<file path="config.mk">
export PLATFORM = sky130hd
export DESIGN_NAME = flag_word_pipe
export DESIGN_NICKNAME = d
export VERILOG_FILES = /design/src/rtl/flag_word_pipe.sv
export SDC_FILE = /design/constraint.sdc
export NUM_CORES = 1
export LEC_CHECK = 0
export ABC_AREA = 0
export BUFFER_PORTS_ARGS = -buffer_cell sky130_fd_sc_hd__buf_2
export CAP_MARGIN = 20
export CORE_MARGIN = 3
export CORE_UTILIZATION = 40
export CTS_CLUSTER_SIZE = 20
export DETAILED_ROUTE_END_ITERATION = 12
export GPL_ROUTABILITY_DRIVEN = 0
export HOLD_SLACK_MARGIN = 0.15
export SYNTH_ARGS = -nofsm -noshare
export SYNTH_HDL_FRONTEND = slang
export SYNTH_SLANG_ARGS = --single-unit
</file>
<file path="constraint.sdc">
create_clock -name clk -period 10.4 [get_ports clk]
set_input_delay 0.52 -clock clk [delete_from_list [all_inputs] [get_ports clk]]
set_output_delay 0.52 -clock clk [all_outputs]
set_load 0.02 [all_outputs]
</file>
<file path="src/rtl/flag_word_pipe.sv">
// Elastic buffer for packed multi-lane flag words; each word carries a view bit that
// selects native or lane-reversed presentation. Optional accumulator: FLAG_PIPE_STICKY_EN.
module flag_word_pipe #(
  parameter int LANES  = 3,
  parameter int LANE_W = 32,
  parameter int DEPTH  = 2
) (
  input  logic                           clk,
  input  logic                           rst,
  input  logic                           in_valid,
  output logic                           in_ready,
  input  logic [LANES*LANE_W-1:0]        in_data,
  input  logic                           in_view,
  output logic                           out_valid,
  input  logic                           out_ready,
  output logic [LANES*LANE_W-1:0]        out_data,
  output logic [$clog2(DEPTH+1)-1:0]     out_count
`ifdef FLAG_PIPE_STICKY_EN
  ,
  input  logic                           sticky_clr,
  output logic [LANES*LANE_W-1:0]        sticky_flags
`endif
);

  localparam int W  = LANES * LANE_W;
  localparam int PW = $clog2(DEPTH);
  localparam int CW = $clog2(DEPTH + 1);

  // Handshake: a transfer happens on a rising edge where valid && ready are both high.
  // in_ready and out_valid depend only on the registered count, never on the opposite port.
  logic [W:0]    mem_q [DEPTH];
  logic [PW-1:0] wr_ptr_q, wr_ptr_d;
  logic [PW-1:0] rd_ptr_q, rd_ptr_d;
  logic [CW-1:0] count_q, count_d;
  logic          push, pop;
  logic [W:0]    head;
  logic          head_view;
  logic [W-1:0]  head_data;

  assign in_ready  = (count_q != CW'(DEPTH));
  assign out_valid = (count_q != '0);
  assign out_count = count_q;
  assign push      = in_valid && in_ready;
  assign pop       = out_valid && out_ready;

  always_comb begin
    wr_ptr_d = wr_ptr_q;
    rd_ptr_d = rd_ptr_q;
    count_d  = count_q;
    if (push) wr_ptr_d = wr_ptr_q + PW'(1);
    if (pop)  rd_ptr_d = rd_ptr_q + PW'(1);
    case ({push, pop})
      2'b10:   count_d = count_q + CW'(1);
      2'b01:   count_d = count_q - CW'(1);
      default: count_d = count_q;
    endcase
  end

  always_ff @(posedge clk or posedge rst) begin
    if (rst) begin
      wr_ptr_q <= '0;
      rd_ptr_q <= '0;
      count_q  <= '0;
    end else begin
      wr_ptr_q <= wr_ptr_d;
      rd_ptr_q <= rd_ptr_d;
      count_q  <= count_d;
    end
  end

  // Storage is deliberately left out of reset; the count gates every read of it.
  always_ff @(posedge clk) begin
    if (push) mem_q[wr_ptr_q] <= {in_view, in_data};
  end

  assign head      = mem_q[rd_ptr_q];
  assign head_view = head[W];
  assign head_data = head[W-1:0];

  always_comb begin
    out_data = '0;
    for (int k = 0; k < LANES; k++) begin
      if (head_view)
        out_data[k*LANE_W +: LANE_W] = head_data[(LANES-1-k)*LANE_W +: LANE_W];
      else
        out_data[k*LANE_W +: LANE_W] = head_data[k*LANE_W +: LANE_W];
    end
  end

`ifdef FLAG_PIPE_STICKY_EN
  logic [W-1:0] sticky_q, sticky_d;

  always_comb begin
    sticky_d = sticky_q;
    if (sticky_clr)
      sticky_d = '0;
    else if (pop)
      sticky_d = sticky_q | out_data;
  end

  always_ff @(posedge clk or posedge rst) begin
    if (rst) sticky_q <= '0;
    else     sticky_q <= sticky_d;
  end

  assign sticky_flags = sticky_q;
`endif

endmodule

</file>
==> impl_results.md <==
- Outcome: complete, no violations
- IO Port Bufs: 200
- CP max FO: 80
- Via count: 5,212
- Leak: 3.905 nW
- Gate Count Post-Synth: approximately 540
- Worst slew margin: 29.90%
- GRT Overall Usage: 14.79%
- Slew Viols, Final: 0
- Critical path launch point type: flip-flop
- Die height: 155.0 um
- Post-synth cell types: 22
- Area growth from synthesis to layout: 19.52%
- DRC viols: 0
- Synth area leader: edfxtp_1
- Period utilization: between 30% and 40%
- Total die area: roughly 24,000 um2
- Mapped Area: approximately 8900 um2
- Most common cell in the netlist: edfxtp_1
- Top post-synthesis cells by area: edfxtp_1 66%, a211oi_2 8.5%, mux2i_1 7.2%, nor2b_1 4.5%, mux2_1 4.1%
- Worst EP required: between 9 and 10 ns
- Iter 0 DRT Violations: 213
- First-pass GRT wire length: 28,280 um
- Worst-path clk slew: 0.08 ns
- Synthesized flop and latch total: 198
- HPWL Detailed: 11,900 um
- Critical path endpoint category: output port
- Fraction of layout cells with a size suffix above 1: 40.84%
- Reg power frac: 39.4%
- Final setup margin: 6.564 ns
- Crit path DAT: 3.32 ns
- Net switching power: around 0.0012 W
- Pint: 0.001825 W
- Max Cap Violations: 0
- Post-synth EDFFs: 194
- Initial cell density of the core: 41.47%
- Total grt overflow: 0
- Class of the worst hold path: input port to flip-flop
- Worst slack, placed: 7.033 ns
- Wire per inst: roughly 17 um
- Cell Rows: 53
- Die width: 155.0 um
- Syn_area_per_cell: between 15 and 20 um2
- Final nets: 831
- Switching Fraction: 39.51%
- Ports: approximately 200
- Root buf cell: clkbuf_16
- Post-CTS sizing: 0
- Kind of critical path: flip-flop to output port
- Core Box Area: 21,420 um2
- RSZ-0062 raised after global routing: false
- Clock latency on the worst-skew pair: 0.43 ns
- Setup TNS: 0 ns
- # H-tree levels: 4
- Crit path time final: 3.836 ns
- CTS sink cnt: between 150 and 200
- Area share of the largest cell type after synthesis: roughly two thirds
- Wirelength, routed: 17,830 um
- Final Setup Violations: 0
- Synth Flop Type: edfxtp_1
- Number of global-route vias before repair: 5,629
- Syn nets: 641
- Tightest Pin Transition: about 1.1 ns
- Largest net degree at the start of global routing: 81
- CTS buffer count: 17
- Async set or reset register ratio after synthesis: 2.020%
- Hold Fails Final Rpt: 0
- Peak supply drop: 0.2171 mV
- Synth top cells by count: 194 x edfxtp_1, 64 x a21oi_1, 64 x mux2i_1, 64 x nor2b_1, 60 x a211oi_2
- First-pass DRT Iterations: 4
- Yosys Warn Count: 0
- Comb power frac: 39.2%
- PwrDens: 284.1 nW/um2
- Initial antenna violation count: 3
- Via density: between 5 and 6
- Final Skew: roughly 0.012 ns
- CTS tree: done
- Clock power frac: 21.4%
- FMAX: 260.7 MHz
- Post-route ant nets: 0
- Register area share after synthesis: 66.70%
- Longest Clk Path Bufs: 2
worst max-delay path, cell delays in order (launching register included):
cell and delay (ns):
dfrtp_4 0.69, buf_4 0.81, buf_4 0.70, mux2_1 0.38, buf_2 0.16
final cells by class:
type                       count  area, um2
sequential                   198       5929
multi-input combinational    301       2608
antenna                        3      7.507
fill                        1847      10800
clock buffer                  17      425.4
inverter                       1      3.754
tap                          275      344.1
clock inverter                15      181.4
timing repair buffer         210       1119
placed cells by master, fill, tap and decap left out, drive strengths merged:
cell and n:
nor2 2, mux2i 64, xnor2 3, and2 1
dlygate4sd3 1, edfxtp 194, and3 1, inv 8
diode 3, nand2 1, or2 1, nor2b 64
dfrtp 4, a211oi 64, a21oi 64, clkinv 8
ha 1, nand2b 1, clkbuf 17, mux2 32
xor2 2, buf 209
logic make-up after synthesis:
group | Yosys count | share of synthesized area (%)
AO/OA/AOI/OAI | 128 | 12.39
XOR/XNOR | 5 | 0.4930
adder cells (fa/ha/maj) | 1 | 0.1408
buffers and inverters | 40 | 4.084
flip-flops | 198 | 66.70
multiplexers | 96 | 11.27
AND/OR/NAND/NOR | 71 | 4.916
power groups by stage:
stage	Sequential [W]	Clock [W]	Combinational (W)
2_1_floorplan	0.00119	0	0.000877
3_3_place_gp	0.00120	0	0.00117
3_5_place_dp	0.00121	0	0.00119
4_1_cts	0.00119	0.000665	0.00119
5_1_grt	0.00121	0.000702	0.00128
6_report	0.00119	0.000647	0.00118
per-layer routing:
| layer | routed length (um) | up-vias | share of wire [%] | GRT usage [%] |
|---|---|---|---|---|
| met2 | 8748 | 163 | 49 | 25.64 |
| met3 | 1596 | 17 | 9.0 | 5.257 |
| met4 | 194 | 4 | 1.1 | 4.458 |
| li1 | - | 2474 | - | - |
| met1 | 7256 | 2554 | 41 | 17.29 |
| met5 | 28 | - | 0.16 | 0 |
through the flow:
step / cells / util, % / power (W) / hold WS [ns] / instance area, um2
floorplan: 539 / - / 0.002067 / 0.2861 / 8884
global placement: 982 / 46.40 / 0.002365 / 0.4089 / 9938
detailed placement: 982 / 46.40 / 0.002398 / 0.4247 / 9938
CTS: 1015 / 49.28 / 0.003052 / 0.2555 / 10560
global route: 1017 / 49.54 / 0.003188 / 0.2534 / 10610
finish: 1020 / 49.57 / 0.003017 / 0.2766 / 10620
what timing repair did:
action / CTS / global route
endpoints found under the setup margin: 0 / 0
setup buffers: 0 / 0
hold endpoints to repair: 4 / 0
hold buffers: 1 / 0
worst paths after layout:
path / startpoint / end / slack [ns] / depth (start not counted)
hold / removal: in_data[33] / mem_q[0][33]$_DFFE_PP_ / 0.28 / 1
min in group asynchronous: rst / out_count[0]$_DFFE_PP0P_ / 0.53 / 3
max in group asynchronous: rst / rd_ptr_q$_DFFE_PP0P_ / 9.69 / 3
hold reg to reg: out_count[1]$_DFFE_PP0P_ / out_count[1]$_DFFE_PP0P_ / 0.54 / 1
setup / recovery: rd_ptr_q$_DFFE_PP0P_ / out_data[51] / 6.56 / 4
setup reg to reg: out_count[0]$_DFFE_PP0P_ / mem_q[0][7]$_DFFE_PP_ / 7.95 / 5
flip-flops by register name, indices dropped and copies added, names as in the netlist:
| name | cells |
|---|---|
| wr_ptr_q | 1 |
| rd_ptr_q | 1 |
| mem_q | 194 |
| out_count | 2 |
Note: power is estimated with default switching activity, not from simulation.
